===== config.mk =====
export PLATFORM = sky130hd
export DESIGN_NAME = audio_voice_scheduler
export DESIGN_NICKNAME = d
export VERILOG_FILES = /design/src/rtl/audio_voice_scheduler.sv
export SDC_FILE = /design/constraint.sdc
export NUM_CORES = 1
export LEC_CHECK = 0
export BUFFER_PORTS_ARGS = -buffer_cell sky130_fd_sc_hd__buf_2
export CAP_MARGIN = 5
export CORE_MARGIN = 5
export CORE_UTILIZATION = 30
export DETAILED_ROUTE_END_ITERATION = 10
export PLACE_DENSITY = 0.57
export SLEW_MARGIN = 20
export SYNTH_ARGS = -nofsm -noshare
export SYNTH_HDL_FRONTEND = slang
export SYNTH_SLANG_ARGS = --single-unit
export TNS_END_PERCENT = 50

===== constraint.sdc =====
create_clock -name Clk -period 7.35 [get_ports Clk]
set_input_delay 0.735 -clock Clk [delete_from_list [all_inputs] [get_ports Clk]]
set_output_delay 0.735 -clock Clk [all_outputs]
set_load 0.02 [all_outputs]

===== src/rtl/audio_voice_scheduler.sv =====
// audio_voice_scheduler
//   Runs the codec INIT handshake, then on every data_over strobe reads one
//   sample per playing voice from the shared sample ROM, sums them with
//   saturation and presents the mix on LDATA/RDATA.
//
//   Optional feature macro: STEREO_PAN_EN (adds trig_pan and a per-voice pan,
//   two accumulators; when undefined LDATA and RDATA carry the same mix).
//
//   Ports:
//     Clk, Reset               clock, asynchronous active-high reset
//     INIT, INIT_FINISH        init handshake with the audio interface
//     data_over                strobe: next output sample requested
//     LDATA, RDATA             mixed signed 16-bit samples
//     trig/trig_addr/trig_len  per-voice start pulse, start address, length
//     trig_pan                 per-voice pan (STEREO_PAN_EN only)
//     busy                     per-voice playing flag
//     rom_rd/rom_addr/rom_data sample ROM port, data one cycle after rom_rd
//     ready                    init complete, mixing active
//     overrun                  sticky: data_over seen while a mix was running
module audio_voice_scheduler #(
   parameter int unsigned NUM_VOICES = 4,
   parameter int unsigned AW         = 16,
   parameter int unsigned LW         = 16
) (
   input  logic                     Clk,
   input  logic                     Reset,
   output logic                     INIT,
   input  logic                     INIT_FINISH,
   input  logic                     data_over,
   output logic [15:0]              LDATA,
   output logic [15:0]              RDATA,
   input  logic [NUM_VOICES-1:0]    trig,
   input  logic [NUM_VOICES*AW-1:0] trig_addr,
   input  logic [NUM_VOICES*LW-1:0] trig_len,
`ifdef STEREO_PAN_EN
   input  logic [2*NUM_VOICES-1:0]  trig_pan,
`endif
   output logic [NUM_VOICES-1:0]    busy,
   output logic                     rom_rd,
   output logic [AW-1:0]            rom_addr,
   input  logic [15:0]              rom_data,
   output logic                     ready,
   output logic                     overrun
);

   localparam int unsigned V_W   = (NUM_VOICES > 1) ? $clog2(NUM_VOICES) : 1;
   localparam int unsigned ACC_W = 16 + $clog2(NUM_VOICES);

   typedef enum logic [2:0] {S_INIT, S_IDLE, S_FETCH, S_DRAIN, S_OUT} state_t;

   state_t                  r_state;
   logic                    r_init;
   logic                    r_ready;
   logic                    r_overrun;
   logic                    r_rom_rd;
   logic [AW-1:0]           r_rom_addr;
   logic [V_W-1:0]          r_v;
   logic                    r_pend;     // rom_data this cycle belongs to voice r_pend_v
   logic [V_W-1:0]          r_pend_v;
   logic [NUM_VOICES-1:0]   r_busy;
   logic [AW-1:0]           r_ptr [NUM_VOICES];
   logic [LW-1:0]           r_len [NUM_VOICES];
   logic signed [ACC_W-1:0] r_acc_l;
   logic [15:0]             r_ldata;
   logic [V_W-1:0]          w_v_nxt;
   logic signed [ACC_W-1:0] w_samp;
   logic signed [ACC_W-1:0] w_add_l;

   assign w_v_nxt = r_v + 1'b1;
   assign w_samp  = ACC_W'($signed(rom_data));

`ifdef STEREO_PAN_EN
   logic [1:0]              r_pan [NUM_VOICES];
   logic signed [ACC_W-1:0] r_acc_r;
   logic [15:0]             r_rdata;
   logic signed [ACC_W-1:0] w_add_r;

   always_comb begin
      w_add_l = w_samp;
      w_add_r = w_samp;
      case (r_pan[r_pend_v])
         2'b01:   w_add_r = '0;
         2'b10:   w_add_l = '0;
         2'b11: begin
            w_add_l = w_samp >>> 1;
            w_add_r = w_samp >>> 1;
         end
         default: ;
      endcase
   end

   assign RDATA = r_rdata;
`else
   assign w_add_l = w_samp;
   assign RDATA   = r_ldata;
`endif

   // Clamp the wide accumulator into signed 16 bits.
   function automatic logic [15:0] sat16(input logic [ACC_W-1:0] a);
      logic [ACC_W-16:0] hi;
      hi = a[ACC_W-1:15];
      if ((&hi) || !(|hi)) return a[15:0];
      else if (a[ACC_W-1]) return 16'h8000;
      else                 return 16'h7FFF;
   endfunction

   always_ff @(posedge Clk or posedge Reset) begin
      if (Reset) begin
         r_state    <= S_INIT;
         r_init     <= 1'b0;
         r_ready    <= 1'b0;
         r_overrun  <= 1'b0;
         r_rom_rd   <= 1'b0;
         r_rom_addr <= '0;
         r_v        <= '0;
         r_pend     <= 1'b0;
         r_pend_v   <= '0;
         r_busy     <= '0;
         r_acc_l    <= '0;
         r_ldata    <= '0;
`ifdef STEREO_PAN_EN
         r_acc_r    <= '0;
         r_rdata    <= '0;
`endif
         for (int i = 0; i < NUM_VOICES; i++) begin
            r_ptr[i] <= '0;
            r_len[i] <= '0;
`ifdef STEREO_PAN_EN
            r_pan[i] <= '0;
`endif
         end
      end else begin
         r_pend   <= r_rom_rd;
         r_pend_v <= r_v;

         // Mix the sample read last cycle and step that voice forward.
         if (r_pend) begin
            r_acc_l <= r_acc_l + w_add_l;
`ifdef STEREO_PAN_EN
            r_acc_r <= r_acc_r + w_add_r;
`endif
            r_ptr[r_pend_v] <= r_ptr[r_pend_v] + AW'(1);
            r_len[r_pend_v] <= r_len[r_pend_v] - LW'(1);
            if (r_len[r_pend_v] == LW'(1)) r_busy[r_pend_v] <= 1'b0;
         end

         case (r_state)
            S_INIT: begin
               if (INIT_FINISH) begin
                  r_init  <= 1'b0;
                  r_ready <= 1'b1;
                  r_state <= S_IDLE;
               end else begin
                  r_init  <= 1'b1;
               end
            end
            S_IDLE: begin
               if (data_over) begin
                  r_acc_l    <= '0;
`ifdef STEREO_PAN_EN
                  r_acc_r    <= '0;
`endif
                  r_v        <= '0;
                  r_rom_rd   <= r_busy[0];
                  r_rom_addr <= r_ptr[0];
                  r_state    <= S_FETCH;
               end
            end
            S_FETCH: begin
               if (r_v == V_W'(NUM_VOICES - 1)) begin
                  r_rom_rd <= 1'b0;
                  r_state  <= S_DRAIN;
               end else begin
                  r_v        <= w_v_nxt;
                  r_rom_rd   <= r_busy[w_v_nxt];
                  r_rom_addr <= r_ptr[w_v_nxt];
               end
            end
            S_DRAIN: r_state <= S_OUT;
            S_OUT: begin
               r_ldata <= sat16(r_acc_l);
`ifdef STEREO_PAN_EN
               r_rdata <= sat16(r_acc_r);
`endif
               r_state <= S_IDLE;
            end
            default: r_state <= S_INIT;
         endcase

         // Triggers come last so a restart overrides a same-cycle advance.
         for (int i = 0; i < NUM_VOICES; i++) begin
            if (r_ready && trig[i] && (trig_len[i*LW +: LW] != '0)) begin
               r_ptr[i]  <= trig_addr[i*AW +: AW];
               r_len[i]  <= trig_len[i*LW +: LW];
               r_busy[i] <= 1'b1;
`ifdef STEREO_PAN_EN
               r_pan[i]  <= trig_pan[2*i +: 2];
`endif
            end
         end

         if (r_ready && data_over && (r_state != S_IDLE)) r_overrun <= 1'b1;
      end
   end

   assign INIT     = r_init;
   assign ready    = r_ready;
   assign overrun  = r_overrun;
   assign rom_rd   = r_rom_rd;
   assign rom_addr = r_rom_addr;
   assign busy     = r_busy;
   assign LDATA    = r_ldata;

endmodule


==> out/qor.yml <==
cp_data_required_time_ps: 7720
hpwl_mm: 27.8
worstHoldEndpoint: "r_pend"
gr-total-overflow: 0
arrival_ps: 4080
worst_slew_margin_rel_pct: 26.1
max_cap_violations: 0
cts_buffers: 17
stdcell_count: 1870
cp_max_fo: 23
worst_clock_skew_ps: 12.6
cts_setup_buffers: 0
coreArea_sq_um: 37600
fin_nets: 1520
gp_congestion: 0.856
grt_pass1_wl_mm: 59.5
synth-seq-cells: 194
maxSlewViolCount: 0
root_buffer: "clkbuf_16"
vias: 9827
place_area_sq_um: 12800
die_x_um: 205
synth.distinct_cells: 64
p_seq_share_pct: 31.6
die_h_um: 205
cellPowerDensity_nw_per_um2: 428
crit_type: "reg -> reg"
clk_pin_slew_ps: 80
fmax_ghz: 0.269
worst-path-buf-inv: 2
routedWlPerCell_um: 20.6
fin_total_pwr_mw: 5.73
p_comb_share_pct: 52.2
drc: 0
routed_wl_mm: 38.4
rows: 71
dieArea_sq_um: 42000
clockBufferDepth: 2
port_buffers: 207
status: "completed"
placedCellCount: 1837
clk_latency_ps: 450
p_clk_share_pct: 16.2
tns_ps: 0
ant_nets: 0
cts_sinks: 194
start_util_pct: 30.4
rr_endpoint: "r_len[58]"
finalInstanceArea_sq_um: 13400
drt_iter0_drc: 739
cp_slowest_stage_delay_ps: 980
critPathLaunchType: "flip-flop"
synth-async-reset-ratio_pct: 100
critPathTopFamily: "flip-flops"
ys.flop_type: "dfrtp_1"
swShare_pct: 44.8
rr_worst_depth: 10
cts_hold_repair.buffers: 0
syn_area_sq_um: 11400
p_sw_mw: 2.57
seq_area_frac_synth_pct: 42.6
fin_crit_sh_pct: 50.5
setup_viol: 0
area_growth_syn_to_layout_pct: 17.6
boundaryPins: 208
fin_hold_ws_ps: 424
yosysTopAreaCellShare_pct: 42.6
worstPathCellList: "buf_4 > mux4_2 > inv_1 > ha_1 > nand2b_1 > nand2b_2 > or4_4 > xnor2_2 > mux2i_1 > o21ai_1"
worst_slew_pin_slew_ps: 1100
slowest_stage: "dfrtp_1"
peakVddDrop_uv: 154
postSynthAreaPerCell_sq_um: 9.49
min_path_type: "reg -> reg"
cts.htree.levels: 4
final-hold-violation-count: 0
yosysTopAreaCell: "dfrtp_1"
intPower_mw: 3.16
synth.area.top_cells: "dfrtp_1 (43%), nand2_1 (7.0%), mux2i_1 (5.7%)"
rsz0062_at_grt: "false"
grt_pass1_vias: 10200
p_leak_nw: 5.90
cp-end-kind: "flip-flop"
insertedDiodeCount: 0
grt_util_all_layers_pct: 18.3
hp-start: "rom_rd"
reg2reg_slack_ps: 3640
min_path_cells: 0
r2r-start: "r_pend_v[1]"
synth_edf_count: 0
drt_first_pass_iters: 5
grt_max_degree: 121
cts_resized: 0
final_layout_size_suffix_gt1_share_pct: 24.1
syn_inst: 1202
finalCriticalPeriod_ps: 3710
antenna_found_initial: 2
yosys_warnings: 0
via_per_inst: 5.26
cts_tree: "done"
syn-num-nets: 1376
==> synth_stat cells (all sizes together) (2+ instances only) <==
cell	count
a211oi	2
a21o	10
a21oi	80
a22oi	2
a41oi	4
and2	4
and3	3
and3b	2
buf	35
clkbuf	63
dfrtp	194
ha	21
inv	17
mux2	18
mux2i	65
mux4	33
nand2	212
nand2b	16
nand3	18
nand3b	2
nand4	5
nor2	72
nor2b	2
nor3	11
nor3b	4
nor4	22
o211ai	3
o21ai	127
o21bai	10
o221ai	28
o22a	16
o22ai	16
o31ai	17
or2	3
or3	2
or3b	2
or4	3
xnor2	33
xor2	12
==> per-layer routing <==
layer / routed length [um] / share of wire, % / track usage, % / up-vias
met5: 12 / 0.031 / 0 / -
met2: 18100 / 47 / 29.4 / 292
li1: - / - / - / 4618
met3: 2370 / 6.2 / 4.69 / 61
met1: 16800 / 44 / 24.2 / 4854
met4: 1120 / 2.9 / 5.96 / 2
==> placed cells by master (no fill, tap or decap), drive strengths merged, types with 3 or more instances in the layout <==
cell,count
and3,3
o31ai,17
mux4,33
buf,224
a21oi,80
ha,21
clkbuf,19
o21ai,127
nand3,18
o221ai,28
o21bai,10
dfrtp,194
mux2i,65
inv,25
xor2,12
nor2,72
nand2,212
nor3b,4
a21o,10
o22a,16
nor3,11
nand4,5
o22ai,16
nor4,22
mux2,18
clkinv,4
o211ai,3
and2,4
or4,3
nand2b,16
a41oi,4
xnor2,33
or2,3
==> through the flow <==
stage	utilization (%)	setup WS, ps
4_1_cts	35.6	3640
2_1_floorplan	-	1330
6_report	35.7	3640
5_1_grt	35.7	3400
3_3_place_gp	34.1	3750
3_5_place_dp	34.1	3680
==> logic make-up after synthesis <==
group	share of synthesized area, %
adder cells (fa/ha/maj)	2.48
buffers and inverters	4.85
AO/OA/AOI/OAI	17.1
flip-flops	42.6
XOR/XNOR	3.52
multiplexers	14.2
AND/OR/NAND/NOR	15.4
==> final cells by class <==
type	instances	area [sq um]
clock buffers	19	453
clock inverters	13	114
fillers	3838	24200
inverters	17	71.3
multi-input cells	892	6090
flip-flops and latches	194	4860
well taps	511	639
repair buffers	224	1180
==> worst max path at each step <==
stage,startpoint,to,cells after the start,slack (ps)
floorplan,Reset,INIT,1,1330
global placement,r_pend_v[1],r_len[26],10,3750
detailed placement,r_pend_v[1],r_len[10],10,3680
CTS,r_pend_v[1],r_len[26],10,3640
global route,r_pend_v[1],r_len[10],10,3400
finish,r_pend_v[1],r_len[58],10,3640
==> sequential cells by signal (all words and copies together), names as in the netlist <==
signal / flops
r_len: 64
rom_addr: 16
rom_rd: 1
overrun: 1
ready: 1
r_acc_l: 18
LDATA: 16
INIT: 1
r_ptr: 64
r_pend: 1
r_pend_v: 2
r_v: 2
busy: 4
r_state: 3
==> power by group through the flow <==
stage | clock, mW | sequential (mW) | combinational [mW]
after floorplan | 0 | 1.76 | 2.28
after global placement | 0 | 1.82 | 2.95
after detailed placement | 0 | 1.83 | 2.99
after CTS | 0.959 | 1.81 | 3.00
after global routing | 1.00 | 1.87 | 3.30
final | 0.932 | 1.81 | 2.99
(Power assumes the default switching activity.)
